[config.mk]
export PLATFORM = sky130hd
export DESIGN_NAME = muldiv_stall_ctrl
export DESIGN_NICKNAME = d
export VERILOG_FILES = /design/src/rtl/muldiv_pkg.sv /design/src/rtl/md_lat_counter.sv /design/src/rtl/muldiv_stall_ctrl.sv
export SDC_FILE = /design/constraint.sdc
export NUM_CORES = 1
export LEC_CHECK = 0
export BUFFER_PORTS_ARGS = -buffer_cell sky130_fd_sc_hd__buf_2
export CORE_AREA = 2 2 39 41
export DETAILED_ROUTE_END_ITERATION = 10
export DIE_AREA = 0 0 41 43
export PLACE_DENSITY = 0.69
export SETUP_SLACK_MARGIN = 0.1
export SLEW_MARGIN = 40
export SYNTH_ARGS = -nofsm -noshare
export SYNTH_HDL_FRONTEND = slang
export SYNTH_HIERARCHICAL = 1
export SYNTH_SLANG_ARGS = --single-unit
[constraint.sdc]
create_clock -name clk -period 4.8 [get_ports clk]
set_clock_uncertainty 0.05 [all_clocks]
set_input_delay 0.48 -clock clk [delete_from_list [all_inputs] [get_ports clk]]
set_output_delay 0.48 -clock clk [all_outputs]
set_load 0.005 [all_outputs]
[src/rtl/muldiv_pkg.sv]
// Shared types and latency helper for the multiply/divide stall controller.
package muldiv_pkg;

    localparam int unsigned MUL_LAT_DEF = 3;
    localparam int unsigned DIV_LAT_DEF = 32;
    localparam int unsigned CNT_W_DEF   = 6;

    typedef enum logic [1:0] {
        MD_MUL = 2'b00,
        MD_DIV = 2'b01,
        MD_REM = 2'b10,
        MD_RSV = 2'b11
    } md_op_t;

    typedef enum logic [1:0] {
        MD_IDLE  = 2'b00,
        MD_BUSY  = 2'b01,
        MD_ABORT = 2'b10
    } md_state_t;

    // Divide by zero short-circuits to a single-cycle result.
    function automatic int unsigned mdLatency(md_op_t op, logic divZero,
                                              int unsigned mulLat, int unsigned divLat);
        case (op)
            MD_DIV, MD_REM: mdLatency = divZero ? 32'd1 : divLat;
            default:        mdLatency = mulLat;
        endcase
    endfunction

endpackage

[src/rtl/md_lat_counter.sv]
// Loadable down-counter that parks at zero; zero flag is combinational.
module md_lat_counter #(
    parameter int unsigned CNT_W = 6
) (
    input  logic             clk,
    input  logic             reset,
    input  logic             load,
    input  logic             dec,
    input  logic [CNT_W-1:0] loadVal,
    output logic             zero
);

    logic [CNT_W-1:0] count;

    always_ff @(posedge clk or posedge reset) begin
        if (reset) begin
            count <= '0;
        end else if (load) begin
            count <= loadVal;
        end else if (dec && !zero) begin
            count <= count - CNT_W'(1);
        end
    end

    assign zero = (count == '0);

endmodule

[src/rtl/muldiv_stall_ctrl.sv]
// EX-stage sequencer for the iterative mul/div unit: stalls F/D/E and bubbles M while busy.
// Optional MULDIV_PERF_EN adds saturating stall-cycle and kill counters.
module muldiv_stall_ctrl
    import muldiv_pkg::*;
#(
    parameter int unsigned MUL_LAT = MUL_LAT_DEF,
    parameter int unsigned DIV_LAT = DIV_LAT_DEF,
    parameter int unsigned CNT_W   = CNT_W_DEF
) (
    input  logic       clk,
    input  logic       reset,
    input  logic       MdValidE,
    input  logic [1:0] MdOpE,
    input  logic       DivZeroE,
    input  logic       KillE,
    output logic       MdStart,
    output logic       MdAbort,
    output logic       MdStallF,
    output logic       MdStallD,
    output logic       MdStallE,
    output logic       MdFlushM,
    output logic       MdResultValidE,
    output logic       MdBusy
`ifdef MULDIV_PERF_EN
    ,
    output logic [31:0] MdStallCycles,
    output logic [15:0] MdKillCount
`endif
);

    md_state_t        state;
    md_state_t        stateNext;
    logic             cntLoad;
    logic             cntDec;
    logic             cntZero;
    logic             stall;
    logic [CNT_W-1:0] cntLoadVal;

    assign cntLoadVal = CNT_W'(mdLatency(md_op_t'(MdOpE), DivZeroE, MUL_LAT, DIV_LAT) - 32'd1);

    md_lat_counter #(.CNT_W(CNT_W)) u_lat (
        .clk    (clk),
        .reset  (reset),
        .load   (cntLoad),
        .dec    (cntDec),
        .loadVal(cntLoadVal),
        .zero   (cntZero)
    );

    always_ff @(posedge clk or posedge reset) begin
        if (reset) begin
            state <= MD_IDLE;
        end else begin
            state <= stateNext;
        end
    end

    // Kill outranks completion; ABORT is a dead cycle while the trap flush clears EX.
    always_comb begin
        stateNext      = state;
        MdStart        = 1'b0;
        MdAbort        = 1'b0;
        MdResultValidE = 1'b0;
        stall          = 1'b0;
        cntLoad        = 1'b0;
        cntDec         = 1'b0;
        case (state)
            MD_IDLE: begin
                if (MdValidE && !KillE) begin
                    MdStart   = 1'b1;
                    stall     = 1'b1;
                    cntLoad   = 1'b1;
                    stateNext = MD_BUSY;
                end
            end
            MD_BUSY: begin
                if (KillE) begin
                    MdAbort   = 1'b1;
                    stall     = 1'b1;
                    stateNext = MD_ABORT;
                end else if (!cntZero) begin
                    stall  = 1'b1;
                    cntDec = 1'b1;
                end else begin
                    MdResultValidE = 1'b1;
                    stateNext      = MD_IDLE;
                end
            end
            MD_ABORT: begin
                stateNext = MD_IDLE;
            end
            default: begin
                stateNext = MD_IDLE;
            end
        endcase
        // Outputs read as zero for the whole time reset is held.
        if (reset) begin
            MdStart        = 1'b0;
            MdAbort        = 1'b0;
            MdResultValidE = 1'b0;
            stall          = 1'b0;
        end
    end

    assign MdStallF = stall;
    assign MdStallD = stall;
    assign MdStallE = stall;
    assign MdFlushM = stall;
    assign MdBusy   = (state != MD_IDLE) && !reset;

`ifdef MULDIV_PERF_EN
    always_ff @(posedge clk or posedge reset) begin
        if (reset) begin
            MdStallCycles <= '0;
            MdKillCount   <= '0;
        end else begin
            if (stall && (MdStallCycles != '1)) begin
                MdStallCycles <= MdStallCycles + 32'd1;
            end
            if (MdAbort && (MdKillCount != '1)) begin
                MdKillCount <= MdKillCount + 16'd1;
            end
        end
    end
`endif

endmodule

* Word level (Yosys, flattened, before mapping) *
Cells that the tools add are included.

storage, ports and cells
  register bits after elaboration = 8
  latch bits = 0
  bits in writable memories = 0
  ROM bits = 0
  input port bits = 7
  output and inout bits = 8
  memories = 0

operators by class
  add/sub/neg operators = 2
  multipliers = 0
  divide/modulo/power cells = 0
  magnitude comparators = 0
  eq/ne operators = 5
  shifts and indexed selects = 0
  multiplexer cells = 24
  bitwise operators = 0
  reductions and logical operators = 12

operators with widths
  cell                                                  number
  2-to-1 mux 6 bit                                      4
  2-to-1 mux 1 bit                                      15
  subtractor 6 x 1 -> 6 bit (second input constant)     2
  zero test 6 bit                                       1
  2-to-1 mux 2 bit                                      3
  equality test 2 x 1 -> 1 bit (second input constant)  2
  case mux 2 bit (2 select lines)                       1
  nonzero test 2 bit                                    2
  logical AND 1 bit                                     3
  zero test 1 bit                                       3
  inequality test 3 bit (second input constant)         1
  equality test 2 bit (second input constant)           1
  zero test 2 bit                                       1
  inequality test 2 bit (second input constant)         1
  case mux 1 bit (2 select lines)                       1
  AND reduction 2 bit                                   1
  OR reduction 2 bit                                    1

* Logic depth before layout (Yosys ltp) *
Gate-level depths: netlist of run 1.

  depth after elaboration = 7
  gate-level depth with buffers = 9
  mapped depth without buffers = 8

* Modules after synthesis *
The synthesis of run 1 kept the hierarchy.

modules (own cells, without submodules)
  module             instances  cells each  area each (um^2)  seq. area each (um^2)
  md_lat_counter     1          49          426.7             150.1
  muldiv_stall_ctrl  1          26          217.7             50.0

* Worst setup path after synthesis of run 1 *
Ideal clock, no wire load.

  path type = reg-to-output
  from = register u_lat.count[0]
  to = output MdStallD
  arrival = 1.654 ns
  data required time = 4.270 ns
  slack = 2.616 ns
  cell stages (with the launch flop) = 8
  buffers on the path = 1
  cells stage by stage = dfrtp_1 inv_1 ha_1 nand2b_1 nor2_1 and3b_2 a2111oi_2 buf_4

on the way
  longest elaborated chain between the ends = 5

RTL lines
  element                          line                     RTL
  start: declaration               md_lat_counter.sv:13     logic [CNT_W-1:0] count;
  start signal: assignment         md_lat_counter.sv:19     count <= loadVal;
  start signal: assignment         md_lat_counter.sv:21     count <= count - CNT_W'(1);
  zero test 6 bit                  md_lat_counter.sv:25     assign zero = (count == '0);
  via cntZero                      muldiv_stall_ctrl.sv:35  logic cntZero;
  2-to-1 mux 1 bit                 muldiv_stall_ctrl.sv:81  end else if (!cntZero) begin
  2-to-1 mux 1 bit                 muldiv_stall_ctrl.sv:77  if (KillE) begin
  case mux 1 bit (2 select lines)  muldiv_stall_ctrl.sv:67  case (state)
  2-to-1 mux 1 bit                 muldiv_stall_ctrl.sv:97  if (reset) begin
  end: declaration                 muldiv_stall_ctrl.sv:19  output logic MdStallD,

The timed path passes the listed nets, and every way through them passes these cells.

* Worst setup path in the final report of run 1 *
  from = register u_lat.count[0]
  to = output MdStallF

on the way
  longest elaborated chain between the ends = 5

RTL lines
  element                          line                     RTL
  zero test 6 bit                  md_lat_counter.sv:25
  via cntZero                      muldiv_stall_ctrl.sv:35
  2-to-1 mux 1 bit                 muldiv_stall_ctrl.sv:81
  2-to-1 mux 1 bit                 muldiv_stall_ctrl.sv:77
  case mux 1 bit (2 select lines)  muldiv_stall_ctrl.sv:67
  2-to-1 mux 1 bit                 muldiv_stall_ctrl.sv:97
  end: declaration                 muldiv_stall_ctrl.sv:18  output logic MdStallF,

The timed path passes the listed nets, and every way through them passes these cells.

==> impl_metrics.ini, run 1 <==
[status]
outcome = complete, no violations

[power]
power_leakage_nw = 0.335
p_per_area_mw_per_mm2 = 350
peakVddDrop_mv = 0.152
finalPower_uw = 252

[global_routing]
overflow = 0
grt_max_degree = 11
gr-usage-all-layers = 0.161
antenna_found_initial = 0
grt_pass1_wl_mm = 1.96
grt_pass1_vias = 455

[logic_synthesis]
syn-cell-area_um2 = 644
async_flop_share = 1.00
synth_cell_types = 36
synth-seq-cells = 8
avgSynthCellArea_um2 = 8.59
ys_seq_area_frac = 0.311
synthFlopType = dfrtp_1
syn-num-nets = 84
yosys_warnings = 6
syn_inst = 75
synth-edff-count = 0

[die]
fp.coreArea_mm2 = 0.00138
die_area_mm2 = 0.00176
die_y_um = 43
start_util = 0.466
die_x_um = 41
ios = 15
row_count = 14

[detailed_routing]
drc = 0
first_pass_iters = 4
wl_per_cell_um = 11.7
ant_nets = 0
drt_iter0_markers = 16
drt-total-wl_mm = 1.21
viasPerCell = 5.56
vias = 573

[place]
dp_hpwl_um = 928
place.gp.congestion = 0.813
dp_cells = 100
postPlaceCellArea_um2 = 697
port_buffers = 14
dp_worst_setup_slack_ns = 2.41

[worst_hold_path]
min_path_type = in2async

[setup_path]
cp_cell_sequence = inv_1 > ha_1 > nand2b_1 > nor2_1 > and3b_2 > a2111oi_2 > buf_2
required_ns = 4.27
critPathMaxFanout = 5
startpoint_type = flip-flop
worstSetupPathDepth = 7
crit_end = MdStallF
cpPeakStageDelay_ns = 0.43
criticalPathCategory = reg2out
arrival_ns = 1.97
r2r_end = u_lat/count[3]$_DFFE_PP0P_
reg2reg_depth = 8
path_buf_inv = 2
critPathSlowestCell = a2111oi_2
crit_family = compound AO/OA/AOI/OAI gates
timing.rr.start = u_lat/count[0]$_DFFE_PP0P_
critical_path.startpoint = u_lat/count[0]$_DFFE_PP0P_
critical_path.endpoint_type = output pin
reg2reg_slack_ns = 2.49

[clocking]
clock-sinks = 8
cts_tree = done
post_cts_buffers = 0
post_cts_resized = 0
h-tree-depth = 1
cts_buffers = 3
clockBufferDepth = 2
clkTransAtPathRegs_ns = 0.05
clock_insertion_delay_worst_skew_ns = 0.25
cts_root_buffer = clkbuf_4
postCtsHoldBufs = 0

[finish]
finalNonFillerCells = 103
seq_area_um2 = 200
area_growth_pct = 11.7
nFillCells = 137
finish.instance_area_um2 = 719
nets = 98
multi_input_area_um2 = 373
final_util = 0.520
layout-drive-gt1-share = 0.276
antenna_cells = 0

[timing]
rsz0062_at_grt = no
final_hold_viol_count = 0
drv_slew = 0
fin_crit_sh = 0.521
hold_slack_ns = 0.0984
finalSetupViolations = 0
setup_slack_ns = 2.30
final.setup.tns_ns = 0
fmax_mhz = 400
post-route-min-period_ns = 2.50

[job]
max_cap_viol_count = 0
==> report_power, final <==
group / leakage, nW / switching, mW / total (mW) / internal (mW)
Combinational: 0.224 / 0.0523 / 0.0946 / 0.0423
Sequential: 0.0973 / 0.0219 / 0.108 / 0.0856
Clock: 0.0138 / 0.0209 / 0.0494 / 0.0285
Total: 0.335 / 0.0952 / 0.252 / 0.156
==> Yosys cell counts, drive strengths merged (2+ instances only) <==
library cell	n	area share
nand2b	2	0.019
nand4	2	0.019
nor3b	2	0.031
and3b	2	0.031
ha	2	0.039
nor3	3	0.031
nor2	8	0.047
nand3	2	0.016
a2111oi	2	0.037
or3	2	0.019
inv	7	0.041
a2bb2oi	2	0.037
o31ai	2	0.023
a21oi	4	0.031
a211o	2	0.027
buf	5	0.064
dfrtp	8	0.31
nand2	5	0.029
==> worst reg2reg max path, delay by kind of cell, from the launching register on <==
family          cells  cell delay, ns
simple gates        4            1.05
fa+ha+maj           1            0.23
compound gates      2            0.43
buf+inv             1            0.09
flops               1            0.40
==> how the worst min path moves through the flow <==
stage / to
4_1_cts: state[0]$_DFFE_PP0P_
2_1_floorplan: state[0]$_DFFE_PP0P_
6_report: state[0]$_DFFE_PP0P_
5_1_grt: state[1]$_DFFE_PP0P_
3_3_place_gp: state[1]$_DFFE_PP0P_
3_5_place_dp: state[0]$_DFFE_PP0P_
==> sequential cells by signal (all words and copies together) (netlist names) <==
signal	count
state	2
u_lat/count	6
==> cells in the final DEF (no fill, tap or decap), types with 2 or more instances in the layout <==
cell / Yosys / routed
nand2_1: 5 / 5
a21oi_1: 4 / 4
nand4_1: 2 / 2
a211o_1: 2 / 2
dfrtp_1: 8 / 8
nand3_1: 2 / 2
clkbuf_4: 0 / 3
or3_1: 2 / 2
o31ai_1: 2 / 2
and3b_2: 2 / 2
nand2b_1: 2 / 2
ha_1: 2 / 2
buf_2: 0 / 14
nor2_1: 8 / 8
nor3_1: 2 / 2
inv_1: 7 / 7
==> cells by family (layout without fill, tap and decap cells) <==
group | Yosys count | in the layout | share of synthesized area
buffers and inverters | 13 | 25 | 0.111
AND/OR/NAND/NOR | 34 | 34 | 0.313
XOR/XNOR | 1 | 1 | 0.0136
AO/OA/AOI/OAI | 16 | 16 | 0.208
adder cells (fa/ha/maj) | 2 | 2 | 0.0388
flip-flops | 8 | 8 | 0.311
other | 1 | 1 | 0.00582
==> per-layer routing <==
metal	global-route usage	wire length, um	vias to the layer above
met2	0.231	538	16
met1	0.231	614	267
met4	0.0600	0	0
met5	0	0	-
li1	-	-	290
met3	0.0314	57	0
==> area by class of cell <==
type                       count  share of cell area
timing repair buffer          15               0.108
clock buffer                   3              0.0313
sequential                     8               0.278
inverter                       7              0.0365
multi-input combinational     54               0.518
tap                           16              0.0278
Note: power is estimated with default switching activity, not from simulation.
==> inputs of run 2 (changes only) <==
clock period = 2.5 ns   (was 4.8 ns; I/O delays follow)
==> run 2 against run 1 <==
  * Sequential power rose by 92%
  * Power is 97% higher
  * Worst setup slack got worse by 2.0 ns
  * Hold slack gained 0.066 ns
  * Die area is the same
  * Sequential share of layout area is 1.1 points lower
  * Sequential cell count unchanged
  * Critical endpoint is now MdStallD
  * Largest cell class unchanged
==> impl_metrics.ini, run 2 (same netlist as run 1, synthesis figures left out) <==
[clocking]
cts_tree = done
clockBufferDepth = 2
cts_root_buffer = clkbuf_4
cts_buffers = 3
clock_insertion_delay_worst_skew_ns = 0.25
clock-sinks = 8
h-tree-depth = 1
clkTransAtPathRegs_ns = 0.06

[setup_path]
cpPeakStageDelay_ns = 0.40
timing.rr.start = u_lat/count[0]$_DFFE_PP0P_
crit_family = flip-flops
criticalPathCategory = reg2out
critPathSlowestCell = dfrtp_1
reg2reg_slack_ns = 0.44
worstSetupPathDepth = 7
reg2reg_depth = 8
path_buf_inv = 2
critPathMaxFanout = 5
arrival_ns = 1.91
cp_cell_sequence = inv_1 > ha_1 > nand2b_1 > nor2_1 > and3b_2 > a2111oi_4 > buf_2
critical_path.endpoint_type = output pin
critical_path.startpoint = u_lat/count[0]$_DFFE_PP0P_
startpoint_type = flip-flop
r2r_end = u_lat/count[3]$_DFFE_PP0P_
required_ns = 2.20
crit_end = MdStallD

[finish]
layout-drive-gt1-share = 0.281
largest_register_ffs = 6
top_register = u_lat/count
seq_area_um2 = 200
area_growth_pct = 16.3
final_common_cell = buf_2
nets = 100
nFillCells = 134
finish.instance_area_um2 = 749
top_regs = u_lat/count: 6 flops, state: 2 flops
layout_common_cells = buf_2 (14), nor2_1 (8), dfrtp_1 (8)
antenna_cells = 0
multi_input_area_um2 = 385

[power]
power_leakage_nw = 0.345
peakVddDrop_mv = 0.373
p_seq_frac = 0.418
p_per_area_mw_per_mm2 = 661
p_clk_frac = 0.205
switching_share = 0.387
p_int_uw = 304
p_switching_uw = 192
p_comb_frac = 0.377
finalPower_uw = 495

[global_routing]
grt_pass1_wl_mm = 2.26
grt_max_degree = 11
antenna_found_initial = 0
overflow = 0
gr-usage-all-layers = 0.192
grt_pass1_vias = 550

[job]
max_cap_viol_count = 0

[worst_hold_path]
min_path_type = in2reg

[place]
place.gp.congestion = 0.842
postPlaceCellArea_um2 = 704
dp_worst_setup_slack_ns = 0.484
port_buffers = 14
dp_hpwl_mm = 1.02

[status]
outcome = complete, no violations

[die]
die_y_um = 43
ios = 15
die_area_mm2 = 0.00176
row_count = 14
fp.coreArea_mm2 = 0.00138
die_x_um = 41
start_util = 0.466

[detailed_routing]
ant_nets = 0
drt-total-wl_mm = 1.33
vias = 591
drc = 0
first_pass_iters = 5
drt_iter0_markers = 13
wl_per_cell_um = 12.7
viasPerCell = 5.63

[timing]
fmax_mhz = 452
finalSetupViolations = 0
final.setup.tns_ns = 0
setup_slack_ns = 0.288
hold_slack_ns = 0.165
rsz0062_at_grt = no
drv_slew = 0
fin_crit_sh = 0.885
final_hold_viol_count = 0
post-route-min-period_ns = 2.21
-- run 2: per-layer routing --
layer | GRT usage | vias to the layer above | share of wire
met5 | 0 | - | 0
met4 | 0.100 | 0 | 0.0068
met3 | 0.0628 | 2 | 0.047
met2 | 0.291 | 19 | 0.48
met1 | 0.230 | 274 | 0.46
li1 | - | 296 | -
-- run 2: final cells by class --
class	instances	share of cell area
clock buffer	3	0.0301
inverter	7	0.0351
multi-input combinational	54	0.514
sequential	8	0.267
tap	16	0.0267
timing repair buffer	17	0.127
-- run 2: worst register-to-register path, delay by kind of cell, from the launching register on --
kind,cells,cell delay [ns]
flops,1,0.40
buf+inv,1,0.09
simple gates,4,0.78
compound gates,2,0.44
fa+ha+maj,1,0.23
-- run 2: what timing repair did --
action | 4_1_cts | 5_1_grt
endpoints found under the setup margin | 0 | 4
gates resized for setup | 0 | 1
hold buffers | 1 | 0
buffers inserted | 0 | 0
hold endpoints to repair | 8 | 0
-- run 2: how the worst min path moves through the flow --
stage | slack (ns) | depth (start not counted) | endpoint | startpoint
after detailed placement | 0.12 | 2 | state[0]$_DFFE_PP0P_ | reset
after global placement | 0.12 | 2 | state[0]$_DFFE_PP0P_ | reset
after CTS | 0.16 | 2 | state[0]$_DFFE_PP0P_ | KillE
final | 0.16 | 2 | state[0]$_DFFE_PP0P_ | KillE
after global routing | 0.16 | 2 | state[0]$_DFFE_PP0P_ | KillE
after floorplan | -0.05 | 1 | state[0]$_DFFE_PP0P_ | reset
-- run 2: power by group through the flow --
stage / logic, mW / registers (mW) / clock network (mW)
global route: 0.215 / 0.214 / 0.113
detailed placement: 0.183 / 0.208 / 0
finish: 0.187 / 0.207 / 0.102
floorplan: 0.152 / 0.196 / 0
global placement: 0.179 / 0.206 / 0
CTS: 0.186 / 0.205 / 0.105
-- run 2: stage by stage --
stage / instances / util
finish: 105 / 0.542
global route: 105 / 0.542
CTS: 105 / 0.533
detailed placement: 101 / 0.509
global placement: 101 / 0.509
floorplan: 75 / -
==> inputs of run 3 (changes only) <==
BUFFER_PORTS_ARGS = not set   (was -buffer_cell sky130_fd_sc_hd__buf_2)
DONT_BUFFER_PORTS = 1   (was not set)
PLACE_DENSITY = 0.59   (was 0.69)
==> run 3 against run 2 <==
  * Cell count fell by 12%
  * Combinational power fell by 8%
  * Sequential power hardly changed
  * Power is 3.1% lower
  * Non-clock buffer count fell by 13
  * Global-route usage shrank 0.82 points
  * Sequential share of layout area grew 3.0 points
  * Register-to-register slack about the same
  * Count of clock-buffer cells in the layout did not move
  * Critical path depth unchanged
  * Largest cell class unchanged
==> impl_metrics.ini, run 3 (same netlist as run 1, synthesis figures left out) <==
[status]
outcome = complete, no violations

[global_routing]
grt_pass1_vias = 495
gr-usage-all-layers = 0.184
grt_max_degree = 11
overflow = 0
grt_pass1_wl_mm = 2.20
antenna_found_initial = 0

[timing]
fin_crit_sh = 0.866
final.setup.tns_ns = 0
final_hold_viol_count = 0
rsz0062_at_grt = no
setup_slack_ns = 0.336
drv_slew = 0
finalSetupViolations = 0
post-route-min-period_ns = 2.16
fmax_mhz = 462
hold_slack_ns = 0.0252

[die]
ios = 15
die_x_um = 41
die_area_mm2 = 0.00176
fp.coreArea_mm2 = 0.00138
die_y_um = 43
start_util = 0.466
row_count = 14

[setup_path]
reg2reg_slack_ns = 0.45
criticalPathCategory = reg2out
cp_cell_sequence = inv_1 > ha_1 > nand2b_1 > nor2_1 > and3b_2 > a2111oi_2 > buf_4
reg2reg_depth = 5
critical_path.endpoint_type = output pin
startpoint_type = flip-flop
required_ns = 2.20
critPathSlowestCell = dfrtp_1
critPathMaxFanout = 5
arrival_ns = 1.86
r2r_end = u_lat/count[3]$_DFFE_PP0P_
timing.rr.start = state[1]$_DFFE_PP0P_
critical_path.startpoint = u_lat/count[0]$_DFFE_PP0P_
crit_end = MdStallD
cpPeakStageDelay_ns = 0.40

[finish]
final_util = 0.487
area_growth_pct = 4.66
nets = 87
top_regs = u_lat/count: 6 flops, state: 2 flops
largest_register_ffs = 6
finalNonFillerCells = 92
antenna_cells = 0
top_register = u_lat/count
layout_common_cells = nor2_1 (8), dfrtp_1 (8), inv_1 (7)
layout-drive-gt1-share = 0.158
finish.instance_area_um2 = 674

[clocking]
post_cts_resized = 0
cts_tree = done
clock-sinks = 8
clockBufferDepth = 2
clock_insertion_delay_worst_skew_ns = 0.25
cts_root_buffer = clkbuf_4
cts_buffers = 3
h-tree-depth = 1
clkTransAtPathRegs_ns = 0.06

[place]
port_buffers = 0
dp_hpwl_um = 941
dp_worst_setup_slack_ns = 0.473
place.gp.congestion = 0.746
dp_cells = 88
postPlaceCellArea_um2 = 642

[power]
power_leakage_nw = 0.285
p_per_area_mw_per_mm2 = 711
finalPower_uw = 480
peakVddDrop_mv = 0.307

[detailed_routing]
viasPerCell = 5.59
drt_iter0_markers = 11
ant_nets = 0
drc = 0
drt-total-wl_mm = 1.24
first_pass_iters = 4
vias = 514
wl_per_cell_um = 13.5

[worst_hold_path]
min_path_type = in2reg

[job]
max_cap_viol_count = 0
run 3: cell types whose count changed in the layout (fill, tap and decap cells not counted):
cell       previous run  this run
buf_2                14         0
buf_4                 2         3
a2111oi_4             1         0
a2111oi_2             0         1
run 3: critical path: cells and delay by family, from the launching register on:
family,cells,cell delay (ns)
AO/OA/AOI/OAI,1,0.33
adder cells (fa/ha/maj),1,0.23
flip-flops,1,0.40
AND/OR/NAND/NOR,3,0.37
buffers and inverters,2,0.29
run 3: metal layers:
layer,vias up,global-route usage,part of all wire,routed length (um)
met5,-,0,0,0
met4,0,0.120,0.022,27
met3,2,0.0314,0.019,24
met2,6,0.241,0.45,555
met1,239,0.265,0.51,634
li1,267,-,-,-
run 3: repair_timing:
item	4_1_cts	5_1_grt
hold buffers	1	0
endpoints found under the hold margin	8	0
setup buffers	0	0
run 3: report_power, final:
group | internal (mW) | total, mW | switching (mW) | leakage [nW]
sequential | 0.164 | 0.207 | 0.0431 | 0.0973
combinational | 0.0769 | 0.172 | 0.0953 | 0.174
clock | 0.0550 | 0.100 | 0.0450 | 0.0138
total | 0.296 | 0.480 | 0.183 | 0.285
run 3: final cells by class:
class                           instances  area (um^2)
Timing Repair Buffer                    4         32.5
Tap cell                               16         20.0
Multi-Input combinational cell         54          373
Fill cell                             138          709
Sequential cell                         8          200
Inverter                                7         26.3
Clock buffer                            3         22.5
run 3: worst min path at each step:
| stage | start | endpoint | slack, ns | depth (start not counted) |
|---|---|---|---|---|
| 6_report | KillE | state[0]$_DFFE_PP0P_ | 0.03 | 1 |
| 2_1_floorplan | reset | state[0]$_DFFE_PP0P_ | -0.05 | 1 |
| 3_3_place_gp | reset | state[0]$_DFFE_PP0P_ | -0.05 | 1 |
| 4_1_cts | KillE | state[0]$_DFFE_PP0P_ | 0.02 | 1 |
| 5_1_grt | KillE | state[0]$_DFFE_PP0P_ | 0.02 | 1 |
| 3_5_place_dp | reset | state[0]$_DFFE_PP0P_ | -0.04 | 1 |
